`config.mk`:
```
export PLATFORM = sky130hd
export DESIGN_NAME = uart_frame_loader
export DESIGN_NICKNAME = d
export VERILOG_FILES = /design/src/rtl/loader_pkg.sv /design/src/rtl/pingpong_bank_ctrl.sv /design/src/rtl/uart_frame_loader.sv
export SDC_FILE = /design/constraint.sdc
export NUM_CORES = 1
export LEC_CHECK = 0
export ABC_AREA = 1
export BUFFER_PORTS_ARGS = -buffer_cell sky130_fd_sc_hd__buf_2
export CORE_MARGIN = 2
export CORE_UTILIZATION = 55
export DETAILED_ROUTE_END_ITERATION = 7
export HOLD_SLACK_MARGIN = 0.12
export PLACE_DENSITY = 0.87
export SYNTH_ARGS = -nofsm -noshare
export SYNTH_HDL_FRONTEND = slang
export SYNTH_SLANG_ARGS = --single-unit
```
`constraint.sdc`:
```
create_clock -name clk -period 3.5 [get_ports clk]
set_clock_uncertainty 0.05 [all_clocks]
set_input_delay 0 -clock clk [delete_from_list [all_inputs] [get_ports clk]]
set_output_delay 0 -clock clk [all_outputs]
set_load 0.02 [all_outputs]
```
`src/rtl/loader_pkg.sv`:
```
// Shared types for the UART frame loader.
// State encoding and default frame delimiter.
package loader_pkg;

  typedef enum logic [1:0] {
    IDLE,
    LOAD,
    CHECK,
    COMMIT
  } loader_state_t;

  localparam logic [7:0] DEF_START_BYTE = 8'h01;

endpackage

```
`src/rtl/pingpong_bank_ctrl.sv`:
```
// Two-bank full/empty tracking with commit (producer)
// and release (consumer) ports.
module pingpong_bank_ctrl (
  input  logic clk,
  input  logic reset,
  input  logic commit,
  input  logic frame_release,
  output logic wr_bank,
  output logic wr_full,
  output logic frame_rdy,
  output logic frame_bank
);

  logic [1:0] full;
  logic [1:0] full_n;
  logic       rd_bank;
  logic       rel;

  assign rel = frame_release && full[rd_bank];

  // commit and release never hit the same bank
  always_comb begin
    full_n = full;
    if (commit) full_n[wr_bank] = 1'b1;
    if (rel)    full_n[rd_bank] = 1'b0;
  end

  always_ff @(posedge clk or negedge reset) begin
    if (!reset) begin
      full    <= 2'b00;
      wr_bank <= 1'b0;
      rd_bank <= 1'b0;
    end else begin
      full <= full_n;
      if (commit) wr_bank <= ~wr_bank;
      if (rel)    rd_bank <= ~rd_bank;
    end
  end

  assign wr_full    = full[wr_bank];
  assign frame_rdy  = full[rd_bank];
  assign frame_bank = rd_bank;

endmodule

```
`src/rtl/uart_frame_loader.sv`:
```
// UART frame loader into a ping-pong input BRAM.
// Optional trailing checksum byte: FRAME_CHECKSUM_EN.
module uart_frame_loader
  import loader_pkg::*;
#(
  parameter int DATA_W    = 8,
  parameter int FRAME_LEN = 64,
  parameter int ADDR_W    = $clog2(FRAME_LEN),
  parameter logic [DATA_W-1:0] START_BYTE =
    DATA_W'(DEF_START_BYTE),
  parameter int TIMEOUT_CYCLES = 1_000_000
) (
  input  logic              clk,
  input  logic              reset,
  input  logic [DATA_W-1:0] rx_data,
  input  logic              rx_ready,
  output logic              wr_en,
  output logic [ADDR_W:0]   wr_addr,
  output logic [DATA_W-1:0] wr_data,
  output logic              frame_rdy,
  output logic              frame_bank,
  input  logic              frame_release,
  output logic              loading,
  output logic              err_timeout,
  output logic              err_overrun,
  output logic              err_checksum
);

  localparam int CNT_W = $clog2(TIMEOUT_CYCLES + 1);
  localparam logic [ADDR_W-1:0] LAST =
    ADDR_W'(FRAME_LEN - 1);
  localparam logic [CNT_W-1:0] TMO =
    CNT_W'(TIMEOUT_CYCLES);

`ifdef FRAME_CHECKSUM_EN
  localparam loader_state_t AFTER_PAY = CHECK;
`else
  localparam loader_state_t AFTER_PAY = COMMIT;
`endif

  loader_state_t     state;
  loader_state_t     state_n;
  logic [ADDR_W-1:0] idx;
  logic [CNT_W-1:0]  cnt;
  logic              start;
  logic              accept;
  logic              commit;
  logic              ovr;
  logic              tmo;
  logic              tmo_hit;
  logic              in_frame_n;
  logic              wr_bank;
  logic              wr_full;

  assign tmo_hit = (cnt == TMO);
  assign in_frame_n = (state_n == LOAD) ||
                      (state_n == CHECK);

`ifdef FRAME_CHECKSUM_EN
  logic [DATA_W-1:0] sum;
  logic              ck_err;
`endif

  always_comb begin
    state_n = state;
    start   = 1'b0;
    accept  = 1'b0;
    commit  = 1'b0;
    ovr     = 1'b0;
    tmo     = 1'b0;
`ifdef FRAME_CHECKSUM_EN
    ck_err  = 1'b0;
`endif
    unique case (state)
      IDLE: begin
        if (rx_ready && rx_data == START_BYTE) begin
          if (wr_full) begin
            ovr = 1'b1;
          end else begin
            start   = 1'b1;
            state_n = LOAD;
          end
        end
      end
      LOAD: begin
        if (rx_ready) begin
          accept = 1'b1;
          if (idx == LAST) state_n = AFTER_PAY;
        end else if (tmo_hit) begin
          tmo     = 1'b1;
          state_n = IDLE;
        end
      end
`ifdef FRAME_CHECKSUM_EN
      CHECK: begin
        if (rx_ready) begin
          if (rx_data == sum) begin
            state_n = COMMIT;
          end else begin
            ck_err  = 1'b1;
            state_n = IDLE;
          end
        end else if (tmo_hit) begin
          tmo     = 1'b1;
          state_n = IDLE;
        end
      end
`endif
      COMMIT: begin
        commit  = 1'b1;
        state_n = IDLE;
      end
      default: state_n = IDLE;
    endcase
  end

  always_ff @(posedge clk or negedge reset) begin
    if (!reset) begin
      state       <= IDLE;
      idx         <= '0;
      cnt         <= '0;
      wr_en       <= 1'b0;
      wr_addr     <= '0;
      wr_data     <= '0;
      err_timeout <= 1'b0;
      err_overrun <= 1'b0;
    end else begin
      state       <= state_n;
      wr_en       <= accept;
      err_timeout <= tmo;
      err_overrun <= ovr;
      if (start) idx <= '0;
      else if (accept) idx <= idx + 1'b1;
      // idle gap counter, live only inside a frame
      if (rx_ready || !in_frame_n) cnt <= '0;
      else cnt <= cnt + 1'b1;
      if (accept) begin
        wr_addr <= {wr_bank, idx};
        wr_data <= rx_data;
      end
    end
  end

`ifdef FRAME_CHECKSUM_EN
  always_ff @(posedge clk or negedge reset) begin
    if (!reset) begin
      sum          <= '0;
      err_checksum <= 1'b0;
    end else begin
      err_checksum <= ck_err;
      if (start) sum <= '0;
      else if (accept) sum <= sum + rx_data;
    end
  end
`else
  assign err_checksum = 1'b0;
`endif

  assign loading = (state != IDLE);

  pingpong_bank_ctrl u_banks (
    .clk           (clk),
    .reset         (reset),
    .commit        (commit),
    .frame_release (frame_release),
    .wr_bank       (wr_bank),
    .wr_full       (wr_full),
    .frame_rdy     (frame_rdy),
    .frame_bank    (frame_bank)
  );

endmodule

```
==> out/qor.yml, run 1 <==
critical_path:
  arrival_ns: 1.97
  cp_max_fo: 20
  worst-path-buf-inv: 2
  cp_cell_sequence: "inv_2, ha_1, inv_1, nor2_1, nand2_1, nor2_1, nand3_1, nand2_1, nand2_4, nand2_4, nor2_4"
  crit_path_start_kind: "flop"
  crit_end: "cnt[4]$_DFF_PN0_"
  slowest_stage: "nand2_4"
  critical_path.max_stage_delay_ns: 0.44
  critPathCaptureType: "flop"
  crit_start: "cnt[0]$_DFF_PN0_"
  worst_r2r_path_depth: 11
  path_depth: 11
  critPathKind: "flop to flop"
  timing.rr.end: "cnt[4]$_DFF_PN0_"
  crit_required_ns: 3.62
  cp_top_family: "simple AND/OR/NAND/NOR gates"
  rrSetupSlack_ns: 1.65
  reg2reg_from: "cnt[0]$_DFF_PN0_"
routing:
  ant_nets: 0
  wl_per_cell_microns: 11.8
  drt_iter0_markers: 158
  avgViaCountPerCell: 4.97
  vias: 1968
  drc: 0
  routed_wl_microns: 4680
  firstDrtPassIters: 4
global_route:
  antenna_found_initial: 0
  grt_max_degree: 51
  grt_overflow: 0
  gr-usage-met1_pct: 24.4
  use_met2_pct: 34.7
  grtUsageMet3_pct: 4.42
  grt_pass1_wl_microns: 8220
  grt_pass1_vias: 1902
  grt_util_all_layers_pct: 19.9
  grt_busiest_layer: "met2"
synthesis:
  synthCells: 297
  synth_edf_count: 0
  netlist_top_cells_area: "dfrtp_1 (48%), nand2_1 (11%), nor2_4 (10%)"
  yosysSeqAreaShare_pct: 47.7
  synth_seq_cells: 50
  yosysMostFrequentCell: "nand2_1"
  synth_common_cells: "nand2_1 (76), dfrtp_1 (50), nor2_1 (32), inv_1 (31), nor2_4 (24)"
  async_flop_share_pct: 100
  ys_types: 28
  ys_warn_count: 0
  synth_area_leader_cell: "dfrtp_1"
  netlist_area_sq_mm: 0.00262
  ys.flop_type: "dfrtp_1"
  post_synth.cell_area_avg_sq_um: 8.83
  syn-num-nets: 312
  yosys.area.top_type_share_pct: 47.7
final_layout:
  area_growth_pct: 13.9
  layout-drive-gt1-share_pct: 23.1
  nets: 356
  final_cell_area_sq_mm: 0.00299
  antenna_cells: 0
  instances_no_fill: 396
power:
  peakVddDrop_uv: 180
  p_sw_mw: 0.345
  power_frac_clock_pct: 28.4
  powerDensity_mw_per_mm2: 392
  seq_power_share_pct: 56.0
  p_int_mw: 0.826
  p_leak_nw: 1.39
  combPwrFrac_pct: 15.6
  netSwitchingFraction_pct: 29.4
cts:
  clock_latency_ns: 0.30
  htreeDepth: 2
  path_clk_slew_ns: 0.09
  cts_root_buf: "clkbuf_8"
  numCtsBuffers: 5
  clock_path_buffers: 2
  cts_resized: 0
  cts_tree: "yes"
  clock_sinks: 50
floorplanning:
  ios: 34
  fp.dieW_microns: 73.1
  die_y_microns: 73.1
  fp-row-count: 25
  die-area_sq_mm: 0.00534
  core_area_sq_mm: 0.00466
  initial_utilization_pct: 56.3
run:
  cap_violations: 0
sta:
  setup_tns_ns: 0
  worstMarginPinSlew_ns: 1.06
  period_share_pct: 52.9
  max_slew_margin_pct: 29.5
  min_period_ns: 1.85
  setup-violations-final: 0
  drv_slew: 0
  rsz0062_at_grt: "false"
  hold_viol: 0
  fmax_mhz: 540
placed_design:
  dp_hpwl_microns: 3220
  numPortBuffers: 32
  post-place-cells: 377
  placed_area_sq_mm: 0.00279
  gp_congestion: 0.886
status:
  status: "finished clean"
worst_hold_path:
  hold_path_class: "input port to asynchronous set/reset pin"
==> power groups by stage <==
stage,Clock (mW),Combinational [mW],Sequential [mW]
5_1_grt,0.372,0.207,0.663
6_report,0.332,0.182,0.656
3_3_place_gp,0,0.168,0.665
4_1_cts,0.347,0.185,0.656
3_5_place_dp,0,0.174,0.667
2_1_floorplan,0,0.0966,0.688
==> layout by cell type, fill, tap and decap left out, types with 2 or more instances in the layout <==
cell | synthesis | routed
dfrtp_1 | 50 | 50
o21ai_1 | 10 | 10
nor2_2 | 4 | 4
clkbuf_8 | 0 | 5
inv_1 | 31 | 31
nand2_1 | 76 | 76
o21ai_0 | 3 | 3
nor2_1 | 32 | 32
inv_2 | 5 | 5
xnor2_1 | 7 | 7
ha_1 | 3 | 3
nand3_1 | 17 | 17
nor3_1 | 5 | 5
nand4_1 | 4 | 4
nand2_4 | 2 | 2
xor2_1 | 9 | 9
a21oi_1 | 2 | 2
nor2_4 | 24 | 24
buf_2 | 1 | 32
dlygate4sd3_1 | 0 | 11
==> per-layer routing <==
layer	part of all wire, %	wire length [microns]
met1	44	2050
met2	50	2360
met3	4.1	191
met4	1.5	72
met5	0	0
==> worst min-delay path by stage <==
| stage | start | end | cells past startpoint |
|---|---|---|---|
| 2_1_floorplan | reset | cnt[0]$_DFF_PN0_ | 0 |
| 3_3_place_gp | rx_data[0] | wr_data[0]$_DFFE_PN0P_ | 3 |
| 3_5_place_dp | rx_data[0] | wr_data[0]$_DFFE_PN0P_ | 3 |
| 4_1_cts | rx_data[4] | wr_data[4]$_DFFE_PN0P_ | 4 |
| 5_1_grt | rx_data[4] | wr_data[4]$_DFFE_PN0P_ | 4 |
| 6_report | reset | wr_data[0]$_DFFE_PN0P_ | 2 |
==> per-stage QoR <==
step / worst slack, ns / total power [mW] / hold WS, ns / util, %
after floorplan: 1.96 / 0.784 / -0.346 / -
after global placement: 1.68 / 0.833 / 0.176 / 59.8
after detailed placement: 1.65 / 0.841 / 0.183 / 59.8
after CTS: 1.63 / 1.19 / 0.405 / 64.1
after global routing: 1.51 / 1.24 / 0.414 / 64.1
final: 1.65 / 1.17 / 0.409 / 64.1
==> cells by family (layout without fill, tap and decap cells) <==
family,after synthesis,count (layout),synth area share [%]
buf+inv,43,88,7.73
flops,50,50,47.7
other cells,1,1,0.143
xor+xnor,16,16,5.34
fa+ha+maj,3,3,1.43
simple gates,167,167,34.2
compound gates,17,17,3.48
==> sequential cells by signal, summed over array words and instances (netlist names) <==
name / flops
cnt: 20
wr_en: 1
u_banks.frame_bank: 1
u_banks.wr_bank: 1
idx: 6
wr_data: 8
err_overrun: 1
u_banks.full: 2
wr_addr: 7
err_timeout: 1
state: 2
==> layout make-up <==
type / instances / area [sq um]
clock buffers: 5 / 68.8
clock inverters: 3 / 21.3
fillers: 374 / 1670
inverters: 37 / 139
multi-input cells: 204 / 1170
flip-flops and latches: 50 / 1250
well taps: 54 / 67.6
repair buffers: 43 / 270
==> what timing repair did <==
item                                   CTS  global route
endpoints found under the hold margin   69             0
hold buffers                            11             0
setup buffers                            0             0
==> worst reg2reg max path: cells and delay by family, from the launching register on <==
family / cells / cell delay (ns)
flops: 1 / 0.43
simple gates: 8 / 0.96
buf+inv: 2 / 0.14
fa+ha+maj: 1 / 0.15
No activity file was read; power rests on OpenSTA's default activity.
==> run 2, diff against run 1 <==
- CORE_UTILIZATION: 55 -> 52
- clock period: 3.5 -> 1.6 ns (I/O delays scaled with it)
==> run 2 against run 1 <==
  * Total power rose by 120%
  * Via count rose by 6.8%
  * Routed wire length rose by 23%
  * Utilization rose by 3.7 points
  * Maximum frequency rose by 12%
  * Clock-buffer cell count did not move
  * Critical path type unchanged
  * Largest power group unchanged
  * The flow now finishes with violations (setup timing)
  * Final area rose by 8.6%
  * Cell count rose by 7.6%
  * Die area rose by 5.5%
  * Worst setup slack got worse by 1.7 ns
  * First-iteration DRC count rose by 12%
==> out/qor.yml, run 2 (synthesis gave the netlist of run 1 again) <==
status:
  status: "finished with violations"
  violations: "setup timing"
final_layout:
  reg_top3: "cnt x20, wr_data x8, wr_addr x7"
  layout-drive-gt1-share_pct: 29.0
  layout_common_cells: "nand2_1 (73), dfrtp_1 (50), buf_2 (32)"
  antenna_cells: 0
  nets: 374
  utilization_pct: 67.8
  final_cell_area_sq_mm: 0.00324
  largest_register_ffs: 20
  area_growth_pct: 23.7
  top_register: "cnt"
  instances_no_fill: 426
  final_common_cell: "nand2_1"
critical_path:
  slowest_stage: "dfrtp_1"
  crit_end: "cnt[15]$_DFF_PN0_"
  critical_path.max_stage_delay_ns: 0.42
  reg2reg_from: "cnt[1]$_DFF_PN0_"
  cp_cell_sequence: "inv_1, ha_2, inv_2, nor2_2, nand2_1, nor2_1, nand3_1, nand2_2, nand2_4, nand2_8, clkbuf_16, nor2_4"
  critPathKind: "flop to flop"
  cp_max_fo: 4
  crit_start: "cnt[1]$_DFF_PN0_"
  worst_r2r_path_depth: 12
  arrival_ns: 1.80
  crit_path_start_kind: "flop"
  rrSetupSlack_ns: -0.05
  crit_required_ns: 1.75
  timing.rr.end: "cnt[15]$_DFF_PN0_"
  critPathCaptureType: "flop"
floorplanning:
  die-area_sq_mm: 0.00563
  die_y_microns: 75.0
  ios: 34
  core_area_sq_mm: 0.00479
  fp.dieW_microns: 75.0
  initial_utilization_pct: 54.8
  fp-row-count: 25
cts:
  numCtsBuffers: 5
  cts_root_buf: "clkbuf_8"
  htreeDepth: 2
  cts_tree: "yes"
  path_clk_slew_ns: 0.09
  clock_sinks: 50
  clock_path_buffers: 2
  clock_latency_ns: 0.31
global_route:
  grt_pass1_vias: 2116
  grt_util_all_layers_pct: 21.8
  grt_max_degree: 51
  grt_overflow: 0
  grt_pass1_wl_microns: 9200
  antenna_found_initial: 0
sta:
  min_period_ns: 1.65
  max_slew_margin_pct: 58.9
  drv_slew: 0
  setup-violations-final: 20
  setup_tns_ns: -0.707
  worstMarginPinSlew_ns: 0.617
  hold_slack_ns: 0.199
  hold_viol: 0
  rsz0062_at_grt: "true"
  fmax_mhz: 605
  timing.final.ws_setup_ns: -0.0528
  period_share_pct: 103
power:
  peakVddDrop_uv: 434
  powerDensity_mw_per_mm2: 809
  power_mw: 2.62
  p_leak_nw: 1.50
routing:
  avgViaCountPerCell: 4.93
  ant_nets: 0
  drc: 0
  vias: 2101
  firstDrtPassIters: 4
  routed_wl_microns: 5760
  drt_iter0_markers: 177
  wl_per_cell_microns: 13.5
placed_design:
  gp_congestion: 0.883
  post-place-ws_ns: -0.0121
  placed_area_sq_mm: 0.00289
  dp_hpwl_microns: 3740
  numPortBuffers: 32
  post-place-cells: 398
run:
  cap_violations: 0
worst_hold_path:
  hold_path_class: "input port to flop"
run 2: cell count changes in the layout (fill, tap and decap cells not counted), sizes merged:
| cell | previous run | this run |
|---|---|---|
| clkbuf | 5 | 6 |
| dlygate4sd3 | 11 | 12 |
| buf | 32 | 48 |
| clkinv | 3 | 1 |
| clkinvlp | 1 | 2 |
run 2: worst max-delay path: cells and delay by family (launching register included):
| family | cells | cell delay, ns |
|---|---|---|
| AND/OR/NAND/NOR | 8 | 0.64 |
| flip-flops | 1 | 0.42 |
| adder cells (fa/ha/maj) | 1 | 0.17 |
| buffers and inverters | 3 | 0.28 |
run 2: how the worst min path moves through the flow:
stage / slack, ns / from / cells past startpoint / to
floorplan: -0.35 / reset / 0 / cnt[0]$_DFF_PN0_
global placement: 0.08 / reset / 2 / wr_data[6]$_DFFE_PN0P_
detailed placement: 0.09 / reset / 2 / wr_data[6]$_DFFE_PN0P_
CTS: 0.15 / rx_ready / 5 / cnt[8]$_DFF_PN0_
global route: 0.19 / rx_ready / 5 / cnt[1]$_DFF_PN0_
finish: 0.20 / rx_ready / 5 / cnt[19]$_DFF_PN0_
run 2: layout make-up:
| cell class | count | area, sq um |
|---|---|---|
| inverters | 37 | 141 |
| clock buffers | 5 | 68.8 |
| clock inverters | 2 | 15.0 |
| well taps | 67 | 83.8 |
| multi-input cells | 204 | 1210 |
| flip-flops and latches | 50 | 1250 |
| repair buffers | 61 | 470 |
| fillers | 345 | 1540 |
run 2: repair_timing:
action	in CTS	in global routing
pin swaps	1	2
endpoints found under the hold margin	66	0
setup endpoints to repair	20	35
gates resized for setup	9	5
hold buffers	12	0
buffers inserted	1	6
gates cloned	1	1
run 2: metal layers:
metal | wire, microns | share of wire, % | vias to the layer above | GRT usage (%)
met3 | 219 | 3.8 | 9 | 4.28
met4 | 99 | 1.7 | 0 | 6.94
met5 | 0 | 0 | - | 0
met2 | 2960 | 51 | 53 | 39.1
met1 | 2480 | 43 | 1001 | 26.3
li1 | - | - | 1038 | -
run 2: power by group:
group	total [mW]	internal [mW]	switching, mW
sequential	1.44	1.36	0.0771
clock	0.728	0.299	0.429
combinational	0.460	0.178	0.282
total	2.62	1.84	0.788
==> run 3, diff against run 2 <==
- CELL_PAD_IN_SITES_DETAIL_PLACEMENT: default -> 0
- CELL_PAD_IN_SITES_GLOBAL_PLACEMENT: default -> 1
- CORE_UTILIZATION: 52 -> 39
- PLACE_DENSITY: 0.87 -> 0.86
==> run 3 against run 2 <==
  * The flow now finishes without violations
  * Clock-buffer cell count increased by 1
  * Die area rose by 31%
  * Total power grew 5.3%
  * Worst setup slack better by 0.072 ns
  * Sequential share of layout area fell by 0.051 points
  * Clock power is 20% higher
  * First-iteration DRC count shrank 51%
==> out/qor.yml, run 3 (synthesis gave the netlist of run 1 again) <==
floorplanning:
  die-area_sq_mm: 0.00740
  fp.dieW_microns: 86
  core_area_sq_mm: 0.00642
  ios: 34
  die_y_microns: 86
  initial_utilization_pct: 40.8
  fp-row-count: 29
power:
  powerDensity_mw_per_mm2: 850
  p_leak_nw: 1.50
  peakVddDrop_uv: 351
  power_mw: 2.76
cts:
  clock_path_buffers: 2
  path_clk_slew_ns: 0.09
  numCtsBuffers: 5
  clock_latency_ns: 0.30
  cts_root_buf: "clkbuf_8"
  cts_tree: "yes"
  htreeDepth: 2
  clock_sinks: 50
critical_path:
  critical_path.max_stage_delay_ns: 0.40
  reg2reg_from: "cnt[0]$_DFF_PN0_"
  crit_required_ns: 1.74
  timing.rr.end: "cnt[11]$_DFF_PN0_"
  arrival_ns: 1.73
  critPathCaptureType: "flop"
  cp_cell_sequence: "inv_2, ha_1, inv_1, nor2_1, nand2_1, nor2_1, nand3_1, nand2_2, nand2_4, nand2_8, clkbuf_16, nor2_4"
  slowest_stage: "dfrtp_1"
  path_common_cell: "nor2_1"
  cp_top_family: "simple AND/OR/NAND/NOR gates"
  worst_r2r_path_depth: 12
  rrSetupSlack_ns: 0.02
  crit_end: "cnt[11]$_DFF_PN0_"
  crit_path_start_kind: "flop"
  worst-path-buf-inv: 3
  cp_max_fo: 4
  crit_start: "cnt[0]$_DFF_PN0_"
  critPathKind: "flop to flop"
  path_depth: 12
sta:
  fmax_mhz: 632
  setup_tns_ns: 0
  worstMarginPinSlew_ns: 0.653
  drv_slew: 0
  max_slew_margin_pct: 56.3
  period_share_pct: 98.8
  rsz0062_at_grt: "true"
  min_period_ns: 1.58
  setup-violations-final: 0
  hold_viol: 0
final_layout:
  antenna_cells: 0
  regArea_sq_mm: 0.00125
  top_register: "cnt"
  final_common_cell: "nand2_1"
  area_growth_pct: 24.0
  largest_register_ffs: 20
  layout_common_cells: "nand2_1 (75), dfrtp_1 (49), nor2_1 (32), buf_2 (32), inv_1 (31)"
  nets: 372
  n_fill_cell: 591
  multi_input_area_sq_mm: 0.00118
  layout-drive-gt1-share_pct: 26.8
  reg_top3: "cnt x20, wr_data x8, wr_addr x7"
worst_hold_path:
  hold_path_class: "input port to asynchronous set/reset pin"
global_route:
  grt_max_degree: 27
  grt_overflow: 0
  grt_pass1_wl_microns: 8790
  grtUsageMet3_pct: 3.27
  grt_pass1_vias: 2029
  grt_busiest_layer: "met2"
  use_met2_pct: 25.6
  antenna_found_initial: 0
  grt_util_all_layers_pct: 15.0
  gr-usage-met1_pct: 18.6
placed_design:
  gp_congestion: 0.830
  numPortBuffers: 32
  dp_hpwl_microns: 3610
routing:
  wl_per_cell_microns: 12.0
  avgViaCountPerCell: 4.62
  vias: 2011
  routed_wl_microns: 5230
  drc: 0
  firstDrtPassIters: 4
  ant_nets: 0
  drt_iter0_markers: 86
run:
  cap_violations: 0
status:
  status: "finished clean"
-- run 3: cell types whose count changed in the layout (fill, tap and decap cells not counted), moves of 2 or more --
cell     change
xnor2_1      +2
buf_4        -3
xnor2_2      -2
nand2_1      +2
nand2_2      -2
nor2_1       +2
-- run 3: metal layers --
metal | up-vias | share of wire, %
met3 | 13 | 4.1
met1 | 926 | 47
met4 | 0 | 2.2
met5 | - | 0
met2 | 41 | 47
li1 | 1031 | -
-- run 3: stage by stage --
stage	setup slack [ns]	hold WS [ns]	util [%]	instances	instance area [sq um]
finish	0.0187	0.172	50.6	435	3250
floorplan	0.0603	-0.346	-	297	2620
global route	-0.149	0.193	50.6	435	3250
detailed placement	0.00236	-0.104	45.6	410	2930
global placement	0.0533	-0.106	45.6	410	2930
CTS	-0.00372	0.177	50.0	433	3210
-- run 3: final cells by class --
class                      count  area share, %
clock buffer                   6           2.23
clock inverter                 2           1.15
inverter                      37           4.27
multi-input combinational    204           36.5
sequential                    50           38.5
tap                           77           2.96
timing repair buffer          59           14.4
-- run 3: worst min path at each step --
stage | to | cells past startpoint
3_5_place_dp | wr_data[6]$_DFFE_PN0P_ | 1
4_1_cts | state[0]$_DFF_PN0_ | 3
6_report | state[0]$_DFF_PN0_ | 3
3_3_place_gp | wr_data[4]$_DFFE_PN0P_ | 1
2_1_floorplan | cnt[0]$_DFF_PN0_ | 0
5_1_grt | cnt[12]$_DFF_PN0_ | 3
-- run 3: report_power, final --
part	internal, mW	leakage (nW)	total [mW]	switching [mW]
sequential	1.36	0.665	1.43	0.0732
clock	0.467	0.0514	0.875	0.409
combinational	0.180	0.784	0.455	0.275
-- run 3: worst register-to-register path, cell delays in order (launching register included) --
cell and delay (ns):
dfrtp_1 0.40, inv_2 0.06, ha_1 0.14, inv_1 0.04, nor2_1 0.07, nand2_1 0.05
nor2_1 0.08, nand3_1 0.12, nand2_2 0.10, nand2_4 0.07, nand2_8 0.10, clkbuf_16 0.17
nor2_4 0.03
-- run 3: repair_timing --
action	4_1_cts	5_1_grt
hold buffers	12	0
setup buffers	2	1
pin swaps	1	1
gates cloned	1	1
gates resized for setup	2	3
endpoints found under the hold margin	69	0
endpoints found under the setup margin	12	21
